**src/rtl/reg_sipo_window_rf_pkg.sv**
```systemverilog
// ---------------------------------------------------------------------------
// reg_sipo_pkg
//   Shared defaults and the tap address helper for the serial-in,
//   window-out register file.
//   tap_addr(base, k, depth, wrap) returns {in_range, addr[31:0]}.
// ---------------------------------------------------------------------------
package reg_sipo_pkg;

  localparam int DW_DEF    = 8;
  localparam int DEPTH_DEF = 32;
  localparam int NTAP_DEF  = 3;

  // Tap k sits at base+k.
  // Wrap mode: base is at most 2^AW-1, which is below 2*depth, and k is
  // below depth. The sum is therefore below 3*depth, so two conditional
  // subtractions always bring it into range.
  // Clamp mode: any sum at or past depth is reported as out of range. An
  // out-of-range base is included, because it always gives such a sum.
  function automatic logic [32:0] tap_addr(input logic [31:0] base,
                                           input logic [31:0] k,
                                           input logic [31:0] depth,
                                           input logic        wrap);
    logic [31:0] sum;
    logic        in_range;
    sum = base + k;
    if (wrap) begin
      if (sum >= depth) sum = sum - depth;
      else              sum = sum;
      if (sum >= depth) sum = sum - depth;
      else              sum = sum;
      in_range = 1'b1;
    end else begin
      in_range = (sum < depth);
    end
    return {in_range, sum};
  endfunction

endpackage

```
**src/rtl/reg_sipo_window_rf_if.sv**
```systemverilog
// ---------------------------------------------------------------------------
// reg_sipo_window_rf_if
//   Bus bundle for the window register file.
//   master: drives en/clr, the write port (wr_en, wr_auto, wr_addr, din) and
//           the read request (rd_req, rd_addr).
//   slave : returns rd_valid, rd_data (NTAP*DW), rd_tap_vld (NTAP), wr_ptr.
// ---------------------------------------------------------------------------
interface reg_sipo_window_rf_if
  import reg_sipo_pkg::*;
#(
  parameter int DW    = DW_DEF,
  parameter int DEPTH = DEPTH_DEF,
  parameter int NTAP  = NTAP_DEF
);
  localparam int AW = $clog2(DEPTH);

  logic                 en;
  logic                 clr;
  logic                 wr_en;
  logic                 wr_auto;
  logic [AW-1:0]        wr_addr;
  logic [DW-1:0]        din;
  logic                 rd_req;
  logic [AW-1:0]        rd_addr;
  logic                 rd_valid;
  logic [NTAP*DW-1:0]   rd_data;
  logic [NTAP-1:0]      rd_tap_vld;
  logic [AW-1:0]        wr_ptr;

  modport master (
    output en, clr, wr_en, wr_auto, wr_addr, din, rd_req, rd_addr,
    input  rd_valid, rd_data, rd_tap_vld, wr_ptr
  );

  modport slave (
    input  en, clr, wr_en, wr_auto, wr_addr, din, rd_req, rd_addr,
    output rd_valid, rd_data, rd_tap_vld, wr_ptr
  );

endinterface

```
**src/rtl/reg_sipo_window_rf_tap_sel.sv**
```systemverilog
// ---------------------------------------------------------------------------
// reg_sipo_tap_sel
//   Combinational selector for one window tap (index K).
//   rd_addr_i  : window base address
//   entries_i  : flattened array, entry e at [e*DW +: DW]
//   vld_i      : per-entry written flags
//   byp_en_i   : a write is committed this cycle (already range/clr checked)
//   byp_addr_i : target address of that write
//   din_i      : write data, forwarded on an address match
//   tap_data_o : tap data; zero when out of range
//   tap_vld_o  : tap in range and entry written (or bypassed)
// ---------------------------------------------------------------------------
module reg_sipo_tap_sel
  import reg_sipo_pkg::*;
#(
  parameter int DW    = DW_DEF,
  parameter int DEPTH = DEPTH_DEF,
  parameter int AW    = $clog2(DEPTH),
  parameter int WRAP  = 1,
  parameter int K     = 0
) (
  input  logic [AW-1:0]       rd_addr_i,
  input  logic [DEPTH*DW-1:0] entries_i,
  input  logic [DEPTH-1:0]    vld_i,
  input  logic                byp_en_i,
  input  logic [AW-1:0]       byp_addr_i,
  input  logic [DW-1:0]       din_i,
  output logic [DW-1:0]       tap_data_o,
  output logic                tap_vld_o
);

  logic [32:0]   res_s;
  logic          in_range_s;
  logic [AW-1:0] addr_s;

  // Resolve the tap address, then pick zero, the bypassed write or the stored entry.
  always_comb begin
    res_s      = tap_addr(32'(rd_addr_i), 32'(K), 32'(DEPTH), (WRAP != 0));
    in_range_s = res_s[32];
    addr_s     = AW'(res_s[31:0]);
    tap_data_o = {DW{1'b0}};
    tap_vld_o  = 1'b0;
    if (!in_range_s) begin
      tap_data_o = {DW{1'b0}};
      tap_vld_o  = 1'b0;
    end else if (byp_en_i && (byp_addr_i == addr_s)) begin
      tap_data_o = din_i;
      tap_vld_o  = 1'b1;
    end else begin
      tap_data_o = entries_i[addr_s*DW +: DW];
      tap_vld_o  = vld_i[addr_s];
    end
  end

endmodule

```
**src/rtl/reg_sipo_window_rf.sv**
```systemverilog
// ---------------------------------------------------------------------------
// reg_sipo_window_rf
//   Register file with serial writes and windowed parallel reads.
//   clk : rising-edge clock
//   rst : asynchronous reset, active-high
//   bus : slave side of reg_sipo_window_rf_if
//         inputs : en, clr, wr_en, wr_auto, wr_addr, din, rd_req, rd_addr
//         outputs: rd_valid, rd_data, rd_tap_vld, wr_ptr (all registered)
//   Reads have a latency of 1. A write to a tap address in the same cycle
//   is forwarded into that tap. clr wipes the data, the valid bits and the
//   pointer, and suppresses any same-cycle write.
// ---------------------------------------------------------------------------
module reg_sipo_window_rf
  import reg_sipo_pkg::*;
#(
  parameter int DW    = DW_DEF,
  parameter int DEPTH = DEPTH_DEF,
  parameter int NTAP  = NTAP_DEF,
  parameter int WRAP  = 1
) (
  input logic                 clk,
  input logic                 rst,
  reg_sipo_window_rf_if.slave bus
);
  localparam int              AW      = $clog2(DEPTH);
  localparam logic [AW:0]     DEPTH_W = (AW+1)'(DEPTH);
  localparam logic [AW-1:0]   LAST_A  = AW'(DEPTH-1);

  logic [DEPTH*DW-1:0] mem_q,        mem_d;
  logic [DEPTH-1:0]    vld_q,        vld_d;
  logic [AW-1:0]       wr_ptr_q,     wr_ptr_d;
  logic [NTAP*DW-1:0]  rd_data_q,    rd_data_d;
  logic [NTAP-1:0]     rd_tap_vld_q, rd_tap_vld_d;
  logic                rd_valid_q,   rd_valid_d;

  logic [AW-1:0]       wr_a_s;
  logic                wr_ok_s;
  logic [NTAP*DW-1:0]  tap_data_s;
  logic [NTAP-1:0]     tap_vld_s;

  // Effective write address and write qualification (clr and range drop it).
  always_comb begin
    wr_a_s  = bus.wr_auto ? wr_ptr_q : bus.wr_addr;
    wr_ok_s = bus.en & bus.wr_en & ~bus.clr & ({1'b0, wr_a_s} < DEPTH_W);
  end

  for (genvar k = 0; k < NTAP; k++) begin : g_tap
    reg_sipo_tap_sel #(
      .DW(DW), .DEPTH(DEPTH), .AW(AW), .WRAP(WRAP), .K(k)
    ) u_tap (
      .rd_addr_i  (bus.rd_addr),
      .entries_i  (mem_q),
      .vld_i      (vld_q),
      .byp_en_i   (wr_ok_s),
      .byp_addr_i (wr_a_s),
      .din_i      (bus.din),
      .tap_data_o (tap_data_s[k*DW +: DW]),
      .tap_vld_o  (tap_vld_s[k])
    );
  end

  // Next state of the array, valid bits, write pointer and read outputs.
  always_comb begin
    mem_d        = mem_q;
    vld_d        = vld_q;
    wr_ptr_d     = wr_ptr_q;
    rd_data_d    = rd_data_q;
    rd_tap_vld_d = rd_tap_vld_q;
    rd_valid_d   = 1'b0;
    if (bus.en) begin
      // The taps see the pre-clear array, so a read alongside clr returns old data.
      if (bus.rd_req) begin
        rd_data_d    = tap_data_s;
        rd_tap_vld_d = tap_vld_s;
        rd_valid_d   = 1'b1;
      end else begin
        rd_valid_d   = 1'b0;
      end
      if (bus.clr) begin
        mem_d    = {(DEPTH*DW){1'b0}};
        vld_d    = {DEPTH{1'b0}};
        wr_ptr_d = {AW{1'b0}};
      end else begin
        if (wr_ok_s) begin
          mem_d[wr_a_s*DW +: DW] = bus.din;
          vld_d[wr_a_s]          = 1'b1;
        end else begin
          mem_d = mem_q;
        end
        if (wr_ok_s && bus.wr_auto) begin
          wr_ptr_d = (wr_ptr_q == LAST_A) ? {AW{1'b0}} : (wr_ptr_q + AW'(1));
        end else begin
          wr_ptr_d = wr_ptr_q;
        end
      end
    end else begin
      rd_valid_d = 1'b0;
    end
  end

  // State and output registers.
  always_ff @(posedge clk or posedge rst) begin
    if (rst) begin
      mem_q        <= {(DEPTH*DW){1'b0}};
      vld_q        <= {DEPTH{1'b0}};
      wr_ptr_q     <= {AW{1'b0}};
      rd_data_q    <= {(NTAP*DW){1'b0}};
      rd_tap_vld_q <= {NTAP{1'b0}};
      rd_valid_q   <= 1'b0;
    end else begin
      mem_q        <= mem_d;
      vld_q        <= vld_d;
      wr_ptr_q     <= wr_ptr_d;
      rd_data_q    <= rd_data_d;
      rd_tap_vld_q <= rd_tap_vld_d;
      rd_valid_q   <= rd_valid_d;
    end
  end

  assign bus.rd_valid   = rd_valid_q;
  assign bus.rd_data    = rd_data_q;
  assign bus.rd_tap_vld = rd_tap_vld_q;
  assign bus.wr_ptr     = wr_ptr_q;

endmodule

```
**src/flat_wrapper.sv**
```systemverilog
// flat-port wrapper written by rule: the top's interface ports become plain ports
module reg_sipo_window_rf_flat import reg_sipo_pkg::*;
#(
  parameter int DW    = DW_DEF,
  parameter int DEPTH = DEPTH_DEF,
  parameter int NTAP  = NTAP_DEF,
  parameter int WRAP  = 1
)
  (clk, rst, bus_en, bus_clr, bus_wr_en, bus_wr_auto, bus_wr_addr, bus_din, bus_rd_req, bus_rd_addr, bus_rd_valid, bus_rd_data, bus_rd_tap_vld, bus_wr_ptr);
  reg_sipo_window_rf_if #(.DW(DW), .DEPTH(DEPTH), .NTAP(NTAP)) bus_i ();
  input logic clk;
  input logic rst;
  input wire logic [$bits(bus_i.en)-1:0] bus_en;
  input wire logic [$bits(bus_i.clr)-1:0] bus_clr;
  input wire logic [$bits(bus_i.wr_en)-1:0] bus_wr_en;
  input wire logic [$bits(bus_i.wr_auto)-1:0] bus_wr_auto;
  input wire logic [$bits(bus_i.wr_addr)-1:0] bus_wr_addr;
  input wire logic [$bits(bus_i.din)-1:0] bus_din;
  input wire logic [$bits(bus_i.rd_req)-1:0] bus_rd_req;
  input wire logic [$bits(bus_i.rd_addr)-1:0] bus_rd_addr;
  output wire logic [$bits(bus_i.rd_valid)-1:0] bus_rd_valid;
  output wire logic [$bits(bus_i.rd_data)-1:0] bus_rd_data;
  output wire logic [$bits(bus_i.rd_tap_vld)-1:0] bus_rd_tap_vld;
  output wire logic [$bits(bus_i.wr_ptr)-1:0] bus_wr_ptr;
  assign bus_i.en = bus_en;
  assign bus_i.clr = bus_clr;
  assign bus_i.wr_en = bus_wr_en;
  assign bus_i.wr_auto = bus_wr_auto;
  assign bus_i.wr_addr = bus_wr_addr;
  assign bus_i.din = bus_din;
  assign bus_i.rd_req = bus_rd_req;
  assign bus_i.rd_addr = bus_rd_addr;
  assign bus_rd_valid = bus_i.rd_valid;
  assign bus_rd_data = bus_i.rd_data;
  assign bus_rd_tap_vld = bus_i.rd_tap_vld;
  assign bus_wr_ptr = bus_i.wr_ptr;
  reg_sipo_window_rf #(.DW(DW), .DEPTH(DEPTH), .NTAP(NTAP), .WRAP(WRAP)) u_core (.clk(clk), .rst(rst), .bus(bus_i));
endmodule
```
**config.mk**
```make
export PLATFORM = sky130hd
export DESIGN_NAME = reg_sipo_window_rf_flat
export DESIGN_NICKNAME = d
export VERILOG_FILES = /design/src/rtl/reg_sipo_window_rf_pkg.sv /design/src/rtl/reg_sipo_window_rf_if.sv /design/src/rtl/reg_sipo_window_rf_tap_sel.sv /design/src/rtl/reg_sipo_window_rf.sv /design/src/flat_wrapper.sv
export SDC_FILE = /design/constraint.sdc
export NUM_CORES = 1
export LEC_CHECK = 0
export BUFFER_PORTS_ARGS = -buffer_cell sky130_fd_sc_hd__buf_2
export CAP_MARGIN = 10
export CORE_MARGIN = 1
export CORE_UTILIZATION = 55
export CTS_BUF_LIST = sky130_fd_sc_hd__clkbuf_4
export DETAILED_ROUTE_END_ITERATION = 8
export PLACE_DENSITY = 0.72
export SLEW_MARGIN = 15
export SYNTH_ARGS = -nofsm -noshare
export SYNTH_HDL_FRONTEND = slang
export SYNTH_HIERARCHICAL = 1
export SYNTH_SLANG_ARGS = --single-unit
```
**constraint.sdc**
```tcl
create_clock -name clk -period 12.9 [get_ports clk]
set_input_delay 0.645 -clock clk [delete_from_list [all_inputs] [get_ports clk]]
set_output_delay 0.645 -clock clk [all_outputs]
set_load 0.005 [all_outputs]
```
## Word level (Yosys, flattened, before mapping)

Index checks and enable logic that the tools add are counted.

- Word-level logic and storage cells: 81
- Output and inout port bits: 33
- Flip-flop bits (word level): 321
- Input bits: 25

- Shift operators: 5
- Mux-type cells: 31
- Reduce and logical (&&, ||, !) cells: 10
- Bitwise logic cells: 4
- Magnitude comparators: 11
- Add/sub/neg operators: 10
- Equal/unequal tests: 4

Operators with widths:

| operator | number |
|---|---|
| indexed part select 256 x 9 -> 8 bit | 3 |
| 2-to-1 mux 256 bit | 2 |
| bitwise mux 256 bit | 1 |
| variable shift 8 x 34 -> 256 bit (first input constant) | 1 |
| indexed part select 8 x 34 -> 256 bit | 1 |
| >= comparator 32 x 6 -> 1 bit (second input constant) | 5 |
| 2-to-1 mux 32 bit | 5 |
| subtractor 32 x 6 -> 32 bit (second input constant) | 2 |
| 2-to-1 mux 5 bit | 7 |
| negation 8 -> 34 bit | 1 |
| bitwise OR 32 bit | 1 |
| < comparator 5 x 6 -> 1 bit (second input constant) | 4 |
| 2-to-1 mux 8 bit | 3 |
| binary-select mux 1 bit (select 5 bit) | 3 |
| equality test 5 bit | 3 |
| subtractor 5 x 1 -> 5 bit (second input constant) | 3 |
| 2-to-1 mux 1 bit | 9 |
| subtractor 5 x 6 -> 7 bit (second input constant) | 1 |
| adder 5 x 1 -> 6 bit (second input constant) | 1 |
| adder 5 x 2 -> 6 bit (second input constant) | 1 |
| >= comparator 5 x 6 -> 1 bit (second input constant) | 1 |
| AND reduction 2 bit | 3 |
| adder 5 x 1 -> 5 bit (second input constant) | 1 |
| demux 1 bit (select 5 bit) | 1 |
| other kinds (6) | 12 |

## Depth between registers and ports, before layout

Gate-level depths: netlist of run 1.

- Depth in word-level cells: 8
- Mapped depth: 14
- Depth with buffers taken out: 10

## By module

Netlist of run 1, hierarchy kept.

Modules (own cells, without submodules):

| module | times used | cells an instance | sequential area each (um^2) | area an instance (um^2) |
|---|---|---|---|---|
| reg_sipo_window_rf | 1 | 1040 | 8032.7 | 13100.1 |
| reg_sipo_tap_sel (u_core.g_tap[1].u_tap) | 1 | 310 | 0.0 | 2894.0 |
| reg_sipo_tap_sel (u_core.g_tap[0].u_tap) | 1 | 230 | 0.0 | 2625.0 |
| reg_sipo_tap_sel (u_core.g_tap[2].u_tap) | 1 | 195 | 0.0 | 2580.0 |

## Worst setup path before layout of run 1

No wires, ideal clock.

- Path kind: input -> register
- Start point: input bus_wr_auto
- End point: register u_core.mem_q[10]
- Arrival: 4.004 ns
- Library setup time: 0.068 ns
- Path slack: 8.829 ns
- Cell stages on the path: 13
- Cells stage by stage: buf_6 > mux2i_1 > clkbuf_1 > ha_1 > inv_1 > nor3_1 > ha_1 > o211ai_2 > or2_2 > clkbuf_1 > nor3_1 > clkbuf_1 > a22o_1

- Cells in the longest elaborated chain, start to end: 6

RTL lines:

| element | line | source |
|---|---|---|
| start: declaration | flat_wrapper.sv:16 | `input wire logic [$bits(bus_i.wr_auto)-1:0] bus_wr_auto;` |
| 2-to-1 mux 5 bit * | reg_sipo_window_rf.sv:43 | `wr_a_s = bus.wr_auto ? wr_ptr_q : bus.wr_addr;` |
| negation 8 -> 34 bit * | reg_sipo_window_rf.sv:85 | `mem_d[wr_a_s*DW +: DW] = bus.din;` |
| indexed part select 8 x 34 -> 256 bit or variable shift 8 x 34 -> 256 bit (tied branches) | reg_sipo_window_rf.sv:85 |  |
| bitwise mux 256 bit * | reg_sipo_window_rf.sv:85 |  |
| 2-to-1 mux 256 bit * | reg_sipo_window_rf.sv:84 | `if (wr_ok_s) begin` |
| 2-to-1 mux 256 bit * | reg_sipo_window_rf.sv:79 | `if (bus.clr) begin` |
| end signal: assignment | reg_sipo_window_rf.sv:104 | `mem_q <= {(DEPTH*DW){1'b0}};` |
| end signal: assignment | reg_sipo_window_rf.sv:111 | `mem_q <= mem_d;` |
| end: declaration | reg_sipo_window_rf.sv:29 | `logic [DEPTH*DW-1:0] mem_q, mem_d;` |

Mark *: on every way between the ends. The rest lies on a longest branch, timed or not. The select of a mux whose other input is x is not followed.
A chain may end at the register's enable or synchronous reset.

## Worst setup path in the final report of run 1

- Start point: register u_core.wr_ptr_q[0], in the netlist u_core/bus.wr_ptr[0]
- End point: register u_core.mem_q[82]

- Cells in the longest elaborated chain, start to end: 6

RTL lines:

| element | line | source |
|---|---|---|
| start: declaration | reg_sipo_window_rf.sv:31 | `logic [AW-1:0] wr_ptr_q, wr_ptr_d;` |
| start signal: assignment | reg_sipo_window_rf.sv:106 | `wr_ptr_q <= {AW{1'b0}};` |
| start signal: assignment | reg_sipo_window_rf.sv:113 | `wr_ptr_q <= wr_ptr_d;` |
| 2-to-1 mux 5 bit * | reg_sipo_window_rf.sv:43 |  |
| negation 8 -> 34 bit * | reg_sipo_window_rf.sv:85 |  |
| indexed part select 8 x 34 -> 256 bit or variable shift 8 x 34 -> 256 bit (tied branches) | reg_sipo_window_rf.sv:85 |  |
| bitwise mux 256 bit * | reg_sipo_window_rf.sv:85 |  |
| 2-to-1 mux 256 bit * | reg_sipo_window_rf.sv:84 |  |
| 2-to-1 mux 256 bit * | reg_sipo_window_rf.sv:79 |  |

Marks and branches as above.

==> results.cfg, run 1 <==
[run_status]
status = finished with violations
violations = negative hold slack

[clock_network]
cts-resized-gates = 0
cts_sinks = 321
h-tree-depth = 3
cts_tree = done
cts_setup_buffers = 0
cts_buffers = 88
ctsHoldBuffers = 0
clock_latency_ns = 0.82
root_buffer = clkbuf_4
clk_pin_slew_worst_paths_ns = 0.06
cts_buffer_depth = 3

[logic_synthesis]
synthArstFlopShare_pct = 100
synth_xor_xnor_area_share_pct = 1.33
netlist.area_leader.share_pct = 37.9
avgSynthCellArea_um2 = 11.9
synth_fa_ha_area_share_pct = 0.531
syn_nets = 1809
synth_warnings = 6
yosys-top-cells-area = dfrtp_1 38%, mux4_2 19%, a22o_1 7.9%
yosys.area.top_type = dfrtp_1
synth_compound_area_share_pct = 15.1
ys_ff_latch = 321
syn-cell-area_mm2 = 0.0212
yosysSeqAreaShare_pct = 37.9
ys.flop_type = dfrtp_1
synthMuxAreaShare_pct = 28.4
synth_simple_gate_area_share_pct = 12.6
yosys.cell_types.count = 76
synth_edf_count = 0
synth_top_family_by_area = multiplexers
syn_inst = 1775

[timing]
tns_ns = 0
max_clock_freq_mhz = 217
hold_viol = 23
min_period_ns = 4.61
rsz0062_at_grt = no
slew_headroom_pct = 8.29
final.period_utilization_pct = 35.7
skew_ns = 0.0398
hold_ws_ns = -0.0242
worst_pin_slew_ns = 1.37
setup-violations-final = 0
maxSlewViolCount = 0

[floorplanning]
io_pins = 58
fp-row-count = 71
start_util_pct = 56.1
fp.dieH_um = 198
core_area_mm2 = 0.0378
die_area_mm2 = 0.0393
dieWidth_um = 198

[cells_and_area]
layout_commonest_cell = dfrtp_1
area_growth_pct = 7.90
drive_above_1_share_pct = 28.8
final_cell_mix = 321 x dfrtp_1, 192 x a22o_1, 179 x nand2_1
fin_cells = 2389
nNetsFinal = 1844
design_area_mm2 = 0.0229

[setup_path]
cp_max_fo = 19
critPathLaunchType = register
endpoint_kind = register
required_ns = 13.64
worstSetupStartpoint = u_core/bus.wr_ptr[0]
timing.rr.end = u_core/mem_q[82]
rr_worst_depth = 11
arrival_ns = 5.35
critPathKind = register to register
r2r-start = u_core/bus.wr_ptr[0]
ff2ff_setup_slack_ns = 8.29

[power]
p_leak_uw = 0.00956
peakVddDrop_v = 0.0000645
power.density_mw_per_mm2 = 107

[placement]
dp_hpwl_mm = 56.3
numPortBuffers = 57
place_congestion = 1.07
placed_area_mm2 = 0.0217
dp.cells = 2231

[routing]
first_iter_violations = 3036
num_vias = 18300
firstDrtPassIters = 6
drtAntennaViolNets = 0
wl_mm = 82.6
routedWlPerCell_um = 34.6
drc = 0
routed_via_density = 7.66

[global_routing]
grt_pass1_wl_mm = 120
first_global_vias = 17200
antenna_found_initial = 4
track_usage_pct = 43.1
grt_overflow = 0
grt_max_degree = 117

[flow_run]
cap_violations = 0

[min_path]
min_path_type = primary input to asynchronous set/reset pin
layout make-up:
class	count	area, um2
Timing Repair Buffer	98	609
Clock buffer	131	983
Sequential cell	321	8030
Antenna cell	6	15.0
Fill cell	3075	14900
Multi-Input combinational cell	1291	12400
Clock inverter	21	115
Inverter	10	45.0
Tap cell	511	639
cells by family (layout without fill, tap and decap cells):
kind of cell	count (synthesis)	in the layout
XOR/XNOR	24	24
AO/OA/AOI/OAI	382	382
multiplexers	370	370
adder cells (fa/ha/maj)	9	9
flip-flops	321	321
AND/OR/NAND/NOR	506	506
other	0	6
buffers and inverters	163	260
synthesized netlist by cell type (all sizes together), types with 37 or more instances:
cell,number
nand2,187
nor3,63
buf,81
nor2,80
dfrtp,321
mux2i,138
clkbuf,72
nand3,40
mux2,54
a21oi,37
mux4,178
a22o,192
flip-flops by register name (all words and copies together) (netlist names):
register               cells
u_core/bus.wr_ptr          5
u_core/bus.rd_data        24
u_core/bus.rd_tap_vld      3
u_core/vld_q              32
u_core/mem_q             256
u_core/bus.rd_valid        1
worst max-delay path, stage by stage (launching register included):
cell and delay, ns:
dfrtp_1 0.51, mux2i_1 0.19, buf_4 0.27, ha_1 0.27, inv_1 0.14, nor3_1 0.23, ha_1 0.62, nor2b_1 0.15
nand2_1 0.68, nor2_1 0.21, a31oi_1 0.96, a22o_1 0.29
metrics by stage:
stage / setup slack (ns) / total power, uW / utilization [%] / hold WS (ns)
6_report: 8.29 / 2460 / 60.6 / -0.0242
4_1_cts: 8.56 / 2440 / 60.5 / 0.00528
3_3_place_gp: 7.93 / 1510 / 57.5 / 0.484
5_1_grt: 8.13 / 2540 / 60.6 / 0.0586
2_1_floorplan: 3.37 / 1360 / - / 0.481
3_5_place_dp: 7.88 / 1520 / 57.6 / 0.490
worst max-delay path by stage:
stage          cells past startpoint                     end  slack [ns]
5_1_grt                           11        u_core/mem_q[17]        8.13
3_3_place_gp                      10  u_core/bus.rd_data[23]        7.93
4_1_cts                           11        u_core/mem_q[83]        8.56
2_1_floorplan                      1   u_core/bus.rd_data[0]        3.37
3_5_place_dp                      10  u_core/bus.rd_data[16]        7.88
6_report                          11        u_core/mem_q[82]        8.29
report_power, final:
part | leakage, uW | total (uW) | internal (uW) | switching, uW
Clock | 0.000655 | 935 | 480 | 455
Combinational | 0.00446 | 464 | 142 | 322
Sequential | 0.00445 | 1060 | 1030 | 27.6
metal layers:
| metal | up-vias | wire length [um] | GRT usage, % | share of wire [%] |
|---|---|---|---|---|
| met4 | 2 | 6030 | 27.4 | 7.3 |
| met5 | - | 12 | 0 | 0.015 |
| met2 | 1633 | 33600 | 57.8 | 41 |
| li1 | 7170 | - | - | - |
| met3 | 331 | 13100 | 18.0 | 16 |
| met1 | 9162 | 29800 | 57.3 | 36 |
No activity file was read; power rests on OpenSTA's default activity.
==> run 2, diff against run 1 <==
Clock period 12.9 ns to 4.5 ns, I/O delays scaled along.
==> run 2 against run 1 <==
The flow now finishes without violations; routed wire length shrank 2.0%; global-route usage is 0.83 points lower; worst setup slack lost 7.7 ns; register-to-register slack worse by 7.7 ns; non-clock buffer count rose by 38; cell area up 1.4%; sequential share of layout area down 0.47 points; fmax increased by 19%; flip-flop and latch count did not move; die area stayed put; clock skew up 0.035 ns; sequential power grew to 2.8 times the previous value; critical path type unchanged; critical endpoint is now u_core/mem_q[161]; largest cell class unchanged; largest power group unchanged.
==> results.cfg, run 2 (synthesized netlist as in run 1, its figures left out) <==
[run_status]
status = finished, final reports clean

[cells_and_area]
drive_above_1_share_pct = 28.7
final_cell_mix = 321 x dfrtp_1, 192 x a22o_1, 179 x nand2_1
area_growth_pct = 9.37
nNetsFinal = 1881
layout_commonest_cell = dfrtp_1
design_area_mm2 = 0.0232
top_register = u_core/mem_q
largest_reg_flops = 256

[power]
peakVddDrop_v = 0.000165
power.density_mw_per_mm2 = 301
p_leak_uw = 0.00973

[timing]
rsz0062_at_grt = no
skew_ns = 0.0749
max_clock_freq_mhz = 258
min_period_ns = 3.88
final.period_utilization_pct = 86.3
worst_pin_slew_ns = 1.26
slew_headroom_pct = 13.8
setup-violations-final = 0
hold_viol = 0
fin_ws_ns = 0.617
maxSlewViolCount = 0

[setup_path]
path_depth = 9
cp_num_buf_inv = 1
endpoint_kind = register
timing.rr.end = u_core/mem_q[161]
cp_max_fo = 10
worstSetupStartpoint = u_core/bus.wr_ptr[1]
crit_family = simple AND/OR/NAND/NOR gates
arrival_ns = 4.53
crit_path_end = u_core/mem_q[161]
critPathLaunchType = register
max_stage_delay_ns = 0.67
critPathKind = register to register
path_cells = mux2i_1, ha_1, inv_1, nor3_1, ha_1, or2_2, nor3_1, a31oi_1, a22o_1
required_ns = 5.14
rr_worst_depth = 9
ff2ff_setup_slack_ns = 0.62
crit_path_top_delay_cell = nor3_1
r2r-start = u_core/bus.wr_ptr[1]

[global_routing]
first_global_vias = 17400
grt_pass1_wl_mm = 119
track_usage_pct = 42.3
antenna_found_initial = 6
grt_overflow = 0
grt_max_degree = 133

[routing]
drtAntennaViolNets = 0
drc = 0
wl_mm = 81.0
num_vias = 18300
routed_via_density = 7.55
routedWlPerCell_um = 33.4
firstDrtPassIters = 9
first_iter_violations = 2785

[clock_network]
cts_buffers = 87
ctsHoldBuffers = 15
cts_buffer_depth = 3
clock_latency_ns = 0.83
cts_tree = done
cts_setup_buffers = 0
cts_sinks = 321
cts-resized-gates = 0
h-tree-depth = 3
clk_pin_slew_worst_paths_ns = 0.07
root_buffer = clkbuf_4

[floorplanning]
start_util_pct = 56.1
fp-row-count = 71
dieWidth_um = 198
die_area_mm2 = 0.0393
fp.dieH_um = 198
io_pins = 58
core_area_mm2 = 0.0378

[placement]
place_ws_ns = 0.674
numPortBuffers = 57
dp_hpwl_mm = 56.0
place_congestion = 1.05
placed_area_mm2 = 0.0220

[min_path]
min_path_type = primary input to register

[flow_run]
cap_violations = 0
## run 2: changes by cell type in the layout (fill, tap and decap cells not counted), moves of 4 or more
cell / change
diode_2: -5
buf_4: +18
buf_12: +5
dlygate4sd3_1: +15
clkinv_1: +10
clkbuf_4: -8
a31oi_1: +4
a31oi_2: -4
## run 2: per-layer routing
layer	wire, um	vias up	track usage [%]
met5	55	-	0
met4	6390	10	28.9
met3	12700	382	18.4
met2	33000	1609	57.0
met1	28800	9081	54.6
li1	-	7222	-
## run 2: metrics by stage
| stage | hold slack, ns | TNS [ns] | power [uW] | std cells | utilization (%) |
|---|---|---|---|---|---|
| after floorplan | 0.444 | -1.86 | 3890 | 1775 | - |
| after CTS | 0.0192 | 0 | 6960 | 2423 | 61.4 |
| after detailed placement | 0.488 | 0 | 4350 | 2254 | 58.2 |
| final | 0.0623 | 0 | 6980 | 2424 | 61.4 |
| after global routing | 0.0654 | 0 | 7220 | 2424 | 61.4 |
| after global placement | 0.483 | 0 | 4330 | 2254 | 58.2 |
## run 2: layout make-up
class                      instances  area (um2)
fill                            3003       14600
tap                              511         639
inverter                          10        41.3
timing repair buffer             136         995
antenna                            1        2.50
sequential                       321        8030
clock inverter                    31         154
clock buffer                     123         923
multi-input combinational       1291       12400
## run 2: power breakdown
group          internal (uW)  total (uW)  switching (uW)
Sequential              2950        3010            61.6
Clock                   1320        2610            1300
Combinational            437        1350             918
## run 2: worst min-delay path, delay by kind of cell
family,cells,cell delay [ns]
buffers and inverters,1,0.12
and+or+nand+nor,1,0.05
AOI/OAI and AO/OA,2,0.41
## run 2: worst min path at each step
| stage | from | endpoint | slack, ns | cells after the start |
|---|---|---|---|---|
| after global placement | u_core/bus.rd_data[0] | u_core/bus.rd_data[0] | 0.48 | 1 |
| after global routing | bus_din[5] | u_core/mem_q[45] | 0.07 | 2 |
| final | bus_wr_addr[3] | u_core/vld_q[19] | 0.06 | 4 |
| after detailed placement | u_core/bus.rd_tap_vld[2] | u_core/bus.rd_tap_vld[2] | 0.49 | 1 |
| after CTS | bus_wr_addr[3] | u_core/vld_q[19] | 0.02 | 4 |
| after floorplan | bus_din[3] | u_core/mem_q[179] | 0.44 | 2 |
